==> config.mk <==
export PLATFORM = sky130hd
export DESIGN_NAME = mem_dump_engine
export DESIGN_NICKNAME = d
export VERILOG_FILES = /design/src/rtl/mem_dump_engine.sv
export SDC_FILE = /design/constraint.sdc
export NUM_CORES = 1
export LEC_CHECK = 0
export CAP_MARGIN = 20
export CORE_MARGIN = 2
export CORE_UTILIZATION = 40
export CTS_CLUSTER_SIZE = 24
export DETAILED_ROUTE_END_ITERATION = 7
export PLACE_DENSITY = 0.66
export SYNTH_ARGS = -nofsm -noshare
export SYNTH_HDL_FRONTEND = slang
export SYNTH_SLANG_ARGS = --single-unit
==> constraint.sdc <==
create_clock -name clk -period 2.57 [get_ports clk]
set_input_delay 0.257 -clock clk [delete_from_list [all_inputs] [get_ports clk]]
set_output_delay 0.257 -clock clk [all_outputs]
set_load 0.02 [all_outputs]
==> src/rtl/mem_dump_engine.sv <==
// mem_dump_engine: walks a range of RAM words and streams them out as
// little-endian bytes on a valid/ready port, followed by an 8-bit checksum.
module mem_dump_engine #(
    parameter int ADDR_W = 12,
    parameter int RD_LAT = 1
) (
    input  logic              clk,
    input  logic              rst,
    input  logic              start_i,
    input  logic [ADDR_W-1:0] base_addr_i,
    input  logic [ADDR_W:0]   word_cnt_i,
    output logic              busy_o,
    output logic              done_o,
    output logic              mem_re_o,
    output logic [ADDR_W-1:0] mem_addr_o,
    input  logic [31:0]       mem_rdata_i,
    output logic [7:0]        tx_data_o,
    output logic              tx_valid_o,
    input  logic              tx_ready_i
);

    typedef enum logic [2:0] {
        S_IDLE,
        S_REQ,
        S_WAIT,
        S_SEND,
        S_CSUM,
        S_FIN
    } state_t;

    localparam logic [1:0] LAT_LAST = 2'(RD_LAT - 1);

    state_t            r_state;
    logic [ADDR_W-1:0] r_addr;
    logic [ADDR_W:0]   r_cnt;
    logic [31:0]       r_shift;
    logic [1:0]        r_idx;
    logic [1:0]        r_lat;
    logic [7:0]        r_csum;
    logic              r_busy;
    logic              r_done;
    logic              r_re;
    logic [ADDR_W-1:0] r_maddr;
    logic [7:0]        r_tx_data;
    logic              r_tx_valid;

    logic              w_fire;
    logic [7:0]        w_sum;
    logic [ADDR_W-1:0] w_addr_next;
    logic [ADDR_W:0]   w_cnt_next;

    // Handshake and next-value helpers shared by the FSM.
    always_comb begin
        w_fire      = r_tx_valid & tx_ready_i;
        w_sum       = r_csum + r_tx_data;
        w_addr_next = r_addr + 1'b1;
        w_cnt_next  = r_cnt - 1'b1;
    end

    // Dump sequencer: request word, wait for read data, emit 4 bytes, repeat, then checksum.
    always_ff @(posedge clk) begin
        if (rst) begin
            r_state    <= S_IDLE;
            r_addr     <= '0;
            r_cnt      <= '0;
            r_shift    <= '0;
            r_idx      <= '0;
            r_lat      <= '0;
            r_csum     <= '0;
            r_busy     <= 1'b0;
            r_done     <= 1'b0;
            r_re       <= 1'b0;
            r_maddr    <= '0;
            r_tx_data  <= '0;
            r_tx_valid <= 1'b0;
        end else begin
            unique case (r_state)
                S_IDLE: begin
                    if (start_i) begin
                        r_addr <= base_addr_i;
                        r_cnt  <= word_cnt_i;
                        r_csum <= '0;
                        r_busy <= 1'b1;
                        if (word_cnt_i != '0) begin
                            r_state <= S_REQ;
                            r_re    <= 1'b1;
                            r_maddr <= base_addr_i;
                        end else begin
                            r_state    <= S_CSUM;
                            r_tx_valid <= 1'b1;
                            r_tx_data  <= 8'h00;
                        end
                    end
                end
                S_REQ: begin
                    r_re    <= 1'b0;
                    r_lat   <= '0;
                    r_state <= S_WAIT;
                end
                S_WAIT: begin
                    if (r_lat == LAT_LAST) begin
                        r_shift    <= mem_rdata_i;
                        r_idx      <= '0;
                        r_tx_data  <= mem_rdata_i[7:0];
                        r_tx_valid <= 1'b1;
                        r_state    <= S_SEND;
                    end else begin
                        r_lat <= r_lat + 2'd1;
                    end
                end
                S_SEND: begin
                    if (w_fire) begin
                        r_csum  <= w_sum;
                        r_shift <= {8'h00, r_shift[31:8]};
                        r_idx   <= r_idx + 2'd1;
                        if (r_idx == 2'd3) begin
                            r_addr <= w_addr_next;
                            r_cnt  <= w_cnt_next;
                            if (w_cnt_next != '0) begin
                                r_state    <= S_REQ;
                                r_re       <= 1'b1;
                                r_maddr    <= w_addr_next;
                                r_tx_valid <= 1'b0;
                            end else begin
                                r_state   <= S_CSUM;
                                r_tx_data <= w_sum;
                            end
                        end else begin
                            r_tx_data <= r_shift[15:8];
                        end
                    end
                end
                S_CSUM: begin
                    if (w_fire) begin
                        r_tx_valid <= 1'b0;
                        r_busy     <= 1'b0;
                        r_done     <= 1'b1;
                        r_state    <= S_FIN;
                    end
                end
                S_FIN: begin
                    r_done  <= 1'b0;
                    r_state <= S_IDLE;
                end
                default: r_state <= S_IDLE;
            endcase
        end
    end

    // All outputs come straight from registers.
    always_comb begin
        busy_o     = r_busy;
        done_o     = r_done;
        mem_re_o   = r_re;
        mem_addr_o = r_maddr;
        tx_data_o  = r_tx_data;
        tx_valid_o = r_tx_valid;
    end

endmodule

==> results.py, run 1 <==
metrics = {
    "synth": {
        "netlist_instances": 635,
        "synth_enable_flop_cells": 0,
        "ys_top_cells_by_area": "sky130_fd_sc_hd__dfxtp_1, sky130_fd_sc_hd__nand2_1, sky130_fd_sc_hd__nor2_1",
        "synth.ff_latch_count": 88,
        "synthesized_netlist_net_count": 709,
        "synth_area_per_cell_um2": 7.68,
        "synth_largest_area_cell": "sky130_fd_sc_hd__dfxtp_1",
        "netlist.area_leader.share_pct": 36.1,
        "synthMostInstantiatedCell": "sky130_fd_sc_hd__nand2_1",
        "yosys.cell_types.count": 63,
        "ys_seq_area_share_pct": 36.1,
        "primary_flip_flop_cell_chosen_by_synthesis_mapping": "sky130_fd_sc_hd__dfxtp_1",
        "synth.cells.most_frequent": "sky130_fd_sc_hd__nand2_1, sky130_fd_sc_hd__nor2_1, sky130_fd_sc_hd__dfxtp_1",
        "netlist_area_mm2": 0.00488,
        "ys.warnings.count": 0,
        "async_flop_share_pct": 0,
    },
    "die": {
        "core-area_mm2": 0.0120,
        "starting_density_of_the_core_pct": 40.8,
        "design.die.area_mm2": 0.0131,
        "die_h_um": 114,
        "die_x_um": 114,
        "placement_rows": 40,
        "boundaryPins": 85,
    },
    "timing": {
        "finalCritPeriodShare_pct": 98.7,
        "period_minus_slack_ns": 2.54,
        "min_hold_slack_ns": 0.357,
        "fmax_mhz": 394,
        "slew_at_the_pin_closest_to_its_max_slew_limit_ns": 0.574,
        "timing.final.setup_violations": 0,
        "rsz0062_at_grt": "true",
        "worst_clock_skew_ns": 0.00460,
        "finalHoldViolations": 0,
        "finalMaxSlewViolations": 0,
        "timing.max_slew.rel_slack_pct": 60.8,
    },
    "hold_path": {
        "hold_path_class": "in2reg",
        "whs_path_depth": 2,
    },
    "place": {
        "gpl.final_weighted_congestion": 0.925,
        "io_buffer_count": 84,
        "place.detailed.hpwl_mm": 9.94,
        "post-place-cells": 873,
    },
    "cells_and_area": {
        "antenna_diode_count": 0,
        "layout.core_utilization_pct": 54.8,
        "finish.cell_count_without_fillers": 897,
        "final_nets": 821,
        "post_route_cells_drive_above_1_share_pct": 13.5,
        "area_delta_synth_final_pct": 34.4,
        "filler_cell_count": 1125,
    },
    "global_routing": {
        "grt_start_max_net_pins": 35,
        "grt_remaining_overflow": 0,
        "antenna_found_initial": 0,
        "first_pass_grt_wire_length_mm": 23.1,
        "grt_pass1_vias": 4776,
        "grt.total_usage_pct": 21.9,
    },
    "worst_setup_path": {
        "critical_path.endpoint_type": "register",
        "rr_worst_depth": 11,
        "worstSetupPathType": "reg2reg",
        "worstPathMaxFanout": 6,
        "worst_path_max_delay_cell": "sky130_fd_sc_hd__or3b_4",
        "cp-start-kind": "register",
        "cpPeakStageDelay_ns": 0.40,
        "critical_path_required_ns": 2.79,
        "crit_arrival_ns": 2.76,
        "critical-path-top-delay-family": "simple AND/OR/NAND/NOR gates",
        "timing.critical_path.cells": "inv_2 > ha_4 > or3b_4 > nor4_4 > xor2_1 > nor3b_4 > buf_4 > a21oi_4 > buf_12 > mux2i_2 > nor2_1",
        "worstPathBufferInverterCount": 3,
        "rrSetupSlack_ns": 0.03,
        "worstSetupPathDepth": 11,
    },
    "pwr": {
        "total_leakage_power_nw": 2.51,
        "vdd.ir_drop.worst_v": 0.000426,
        "power-per-cell-area_mw_per_mm2": 660,
    },
    "detailed_routing": {
        "drc_marker_count_from_the_first_detailed_route_iteration": 337,
        "total_number_of_vias": 4970,
        "drt.antenna.violating_nets": 0,
        "route.final.wire_length_mm": 14.1,
        "vias_cell": 5.54,
        "remaining_drcs": 0,
        "wl_per_cell_um": 15.7,
        "drt_pass1_iterations": 5,
    },
    "run_status": {
        "result_of_the_run": "completed",
    },
    "clock_tree": {
        "tritoncts_num_sinks": 88,
        "buffer_depth_of_the_longest_clock_path": 2,
        "clk_root_buffer_cell": "sky130_fd_sc_hd__clkbuf_16",
        "cts_made_buffers": 9,
        "ctsHtreeMaxLevel": 3,
        "path_clk_slew_ns": 0.06,
        "clock_tree_from_tritoncts": "built",
        "worst_skew_pair.late_latency_ns": 0.35,
    },
    "job": {
        "maxCapViolCount": 0,
    },
}
power by group:
part           internal, W  switching [W]
logic             0.000692       0.000769
clock network     0.000696       0.000548
registers          0.00151       0.000115
cells in the final DEF (no fill, tap or decap), drive strengths merged, types with 10 or more instances in the layout:
cell type / instances
buf: 54
xor2: 10
a21oi: 46
clkbuf: 12
mux2i: 26
nand2: 120
nand3: 24
a22oi: 10
o21ai: 31
clkdlybuf4s50: 83
ha: 12
xnor2: 10
a311oi: 18
nor2: 91
nor3: 10
dfxtp: 88
inv: 11
worst paths after layout:
kind	to	start
worst max-delay path	mem_addr_o[11]$_SDFFE_PP0P_	r_cnt[1]$_SDFFE_PP0P_
worst min-delay path	mem_addr_o[9]$_SDFFE_PP0P_	rst
worst max register to register	mem_addr_o[11]$_SDFFE_PP0P_	r_cnt[1]$_SDFFE_PP0P_
worst min register to register	mem_re_o$_SDFFE_PP0P_	mem_re_o$_SDFFE_PP0P_
stage by stage:
stage	setup slack (ns)	total power, W	setup TNS [ns]	instance area, um2
2_1_floorplan	0.0353	0.00244	0	4880
3_5_place_dp	-0.247	0.00294	-3.77	6090
3_3_place_gp	-0.122	0.00291	-1.39	6090
6_report	0.0345	0.00433	0	6550
5_1_grt	-0.0771	0.00456	-0.918	6550
4_1_cts	0.0106	0.00424	0	6470
registers in the layout, summed over array words and instances (netlist names):
signal and flops:
r_lat 2, r_state 3, mem_addr_o 12, r_csum 8, mem_re_o 1, r_shift 24, r_cnt 13, done_o 1
busy_o 1, tx_valid_o 1, r_idx 2, r_addr 12, tx_data_o 8
cell type report:
cell class              instances  area (um2)  share of cell area, %
repair buffers                138        1290                   19.6
clock buffers                  11         253                   3.86
flip-flops and latches         88        1760                   26.9
multi-input cells             498        3000                   45.8
inverters                      12        45.0                  0.687
clock inverters                 3        18.8                  0.286
well taps                     147         184                   2.81
layer usage:
layer | part of all wire [%] | global-route usage (%) | vias to the layer above
li1 | - | - | 2470
met1 | 47 | 29.8 | 2349
met2 | 46 | 34.8 | 131
met3 | 4.8 | 4.61 | 20
met4 | 1.5 | 7.07 | 0
met5 | 0 | 0 | -
cells by family (layout without fill, tap and decap cells):
group,after synthesis,after routing,share of synthesized area (%)
and+or+nand+nor,286,286,26.3
AOI/OAI and AO/OA,151,151,20.6
DFF,88,88,36.1
buffers and inverters,49,164,4.05
muxes,28,28,5.80
xor gates and xnor gates,20,20,3.59
adders and majority gates,13,13,3.49
what timing repair did:
action / in CTS / in global routing
gates resized for setup: 12 / 6
hold buffers: 0 / 0
pin swaps: 5 / 10
setup endpoints to repair: 22 / 22
setup buffers: 7 / 2
cloned: 0 / 1
endpoints found under the hold margin: 0 / 0
Power figures use the tool's default switching activity.
==> run 2: changes to the inputs <==
--- a/config.mk
+++ b/config.mk
@@ -6,7 +6,6 @@
 export NUM_CORES = 1
 export LEC_CHECK = 0
 export CAP_MARGIN = 20
-export CORE_MARGIN = 2
 export CORE_UTILIZATION = 40
 export CTS_CLUSTER_SIZE = 24
 export DETAILED_ROUTE_END_ITERATION = 7
==> run 2 against run 1 <==
Register-to-register slack barely moved. Combinational power down 5%. Worst setup slack better by 0.0055 ns. Maximum frequency grew 0.22%. First-iteration DRC count shrank 7.7%. Largest cell class unchanged. Critical endpoint is now tx_data_o[0]$_SDFFE_PP0P_. Sequential power barely moved. Clock skew is 0.0036 ns higher. Critical path depth unchanged. Utilization increased by 0.73 points. Wire length fell by 3.4%.
==> results.py, run 2 (synthesized netlist as in run 1, its figures left out) <==
metrics = {
    "global_routing": {
        "grt.total_usage_pct": 22.1,
        "first_pass_grt_wire_length_mm": 22.4,
        "grt_remaining_overflow": 0,
        "antenna_found_initial": 0,
        "grt_start_max_net_pins": 48,
        "grt_pass1_vias": 4654,
    },
    "detailed_routing": {
        "drc_marker_count_from_the_first_detailed_route_iteration": 311,
        "total_number_of_vias": 4898,
        "route.final.wire_length_mm": 13.6,
        "vias_cell": 5.52,
        "wl_per_cell_um": 15.3,
        "drt.antenna.violating_nets": 0,
        "remaining_drcs": 0,
        "drt_pass1_iterations": 5,
    },
    "cells_and_area": {
        "filler_cell_count": 1080,
        "final_common_cell": "sky130_fd_sc_hd__nand2_1",
        "final_nets": 813,
        "antenna_diode_count": 0,
        "multi_input_comb_area_mm2": 0.00299,
        "layout.core_utilization_pct": 55.5,
        "post_route_cells_drive_above_1_share_pct": 12.8,
        "max_flop_register": "r_shift",
        "sequential_cell_area_mm2": 0.00176,
        "area_delta_synth_final_pct": 32.8,
        "layout_top_registers": "r_shift x24, r_cnt x13",
        "layout.cells.most_common_list": "sky130_fd_sc_hd__nand2_1, sky130_fd_sc_hd__nor2_1, sky130_fd_sc_hd__dfxtp_1",
        "finish.cell_count_without_fillers": 887,
        "largest_register_ff_count": 24,
        "final_area_mm2": 0.00647,
    },
    "die": {
        "placement_rows": 39,
        "die_x_um": 112,
        "boundaryPins": 85,
        "die_h_um": 112,
        "starting_density_of_the_core_pct": 41.8,
        "core-area_mm2": 0.0117,
        "design.die.area_mm2": 0.0126,
    },
    "hold_path": {
        "endpoint_worst_hold": "busy_o$_SDFFE_PP0P_",
        "hold_start": "rst",
        "hold_path_class": "in2reg",
        "whs_path_depth": 2,
    },
    "worst_setup_path": {
        "critical_path_required_ns": 2.85,
        "worstPathMaxFanout": 8,
        "crit_arrival_ns": 2.81,
        "rrSetupSlack_ns": 0.04,
        "rr_endpoint": "tx_data_o[0]$_SDFFE_PP0P_",
        "cp-start-kind": "register",
        "worstSetupPathType": "reg2reg",
        "critical_path.endpoint_type": "register",
        "crit-reg2reg-launch": "r_cnt[0]$_SDFFE_PP0P_",
        "rr_worst_depth": 11,
    },
    "timing": {
        "timing.final.setup_violations": 0,
        "slew_at_the_pin_closest_to_its_max_slew_limit_ns": 0.738,
        "finalMaxSlewViolations": 0,
        "worst_clock_skew_ns": 0.00816,
        "fin_setup_tns_ns": 0,
        "post-route-worst-setup-slack_ns": 0.0400,
        "period_minus_slack_ns": 2.53,
        "timing.max_slew.rel_slack_pct": 50.8,
        "finalHoldViolations": 0,
        "rsz0062_at_grt": "true",
        "fmax_mhz": 395,
        "finalCritPeriodShare_pct": 98.4,
    },
    "run_status": {
        "result_of_the_run": "completed",
    },
    "clock_tree": {
        "clock_tree_from_tritoncts": "built",
        "path_clk_slew_ns": 0.07,
        "cts_made_buffers": 9,
        "clk_root_buffer_cell": "sky130_fd_sc_hd__clkbuf_16",
        "buffer_depth_of_the_longest_clock_path": 2,
        "tritoncts_num_sinks": 88,
        "ctsHtreeMaxLevel": 3,
        "worst_skew_pair.late_latency_ns": 0.35,
    },
    "place": {
        "post-place-cells": 867,
        "gpl.final_weighted_congestion": 0.883,
        "io_buffer_count": 84,
        "place_worst_setup_slack_ns": -0.203,
        "place_area_mm2": 0.00607,
        "place.detailed.hpwl_mm": 9.78,
    },
    "pwr": {
        "total_leakage_power_nw": 2.47,
        "power-per-cell-area_mw_per_mm2": 661,
        "vdd.ir_drop.worst_v": 0.000532,
    },
    "job": {
        "maxCapViolCount": 0,
    },
}
## run 2: worst max path at each step
stage / startpoint / to / slack, ns
2_1_floorplan: r_cnt[0]$_SDFFE_PP0P_ / tx_data_o[0]$_SDFFE_PP0P_ / 0.04
3_3_place_gp: r_cnt[0]$_SDFFE_PP0P_ / mem_addr_o[2]$_SDFFE_PP0P_ / -0.11
3_5_place_dp: r_cnt[0]$_SDFFE_PP0P_ / mem_addr_o[2]$_SDFFE_PP0P_ / -0.20
4_1_cts: r_cnt[0]$_SDFFE_PP0P_ / tx_data_o[0]$_SDFFE_PP0P_ / 0.004
5_1_grt: r_cnt[0]$_SDFFE_PP0P_ / tx_data_o[3]$_SDFFE_PP0P_ / -0.11
6_report: r_cnt[0]$_SDFFE_PP0P_ / tx_data_o[0]$_SDFFE_PP0P_ / 0.04
## run 2: power by group
group | internal [W] | switching (W)
registers | 0.00151 | 0.000108
logic | 0.000645 | 0.000747
clock network | 0.000674 | 0.000600
## run 2: critical path: stages, from the launching register on
cell and delay [ns]:
sky130_fd_sc_hd__dfxtp_2 0.33, sky130_fd_sc_hd__inv_2 0.07, sky130_fd_sc_hd__ha_4 0.13, sky130_fd_sc_hd__or3b_4 0.39, sky130_fd_sc_hd__buf_6 0.13, sky130_fd_sc_hd__o31ai_4 0.17, sky130_fd_sc_hd__nand4_1 0.17, sky130_fd_sc_hd__nor4_4 0.25
sky130_fd_sc_hd__nand3_2 0.14, sky130_fd_sc_hd__a221oi_4 0.31, sky130_fd_sc_hd__buf_12 0.17, sky130_fd_sc_hd__mux2i_1 0.18
## run 2: final cells by class
| cell class | instances | area share, % |
|---|---|---|
| Multi-Input combinational cell | 498 | 46.2 |
| Sequential cell | 88 | 27.2 |
| Timing Repair Buffer | 130 | 18.7 |
| Clock buffer | 9 | 3.48 |
| Tap cell | 143 | 2.76 |
| Clock inverter | 7 | 0.908 |
| Inverter | 12 | 0.696 |
## run 2: routing by layer
| layer | share of wire [%] | global-route usage, % |
|---|---|---|
| met5 | 0 | 0 |
| met4 | 1.3 | 5.42 |
| met3 | 4.4 | 5.72 |
| met2 | 45 | 35.0 |
| met1 | 49 | 30.2 |
## run 2: timing repair
action	4_1_cts	5_1_grt
endpoints found under the setup margin	22	22
setup buffers	0	4
pin swaps	3	6
hold buffers	0	0
resized for setup	5	12
hold endpoints to repair	0	0
## run 2: metrics by stage
step | hold WS, ns | total power (W)
6_report | 0.441 | 0.00428
3_5_place_dp | 0.464 | 0.00293
5_1_grt | 0.459 | 0.00453
3_3_place_gp | 0.458 | 0.00291
4_1_cts | 0.439 | 0.00424
2_1_floorplan | 0.393 | 0.00244
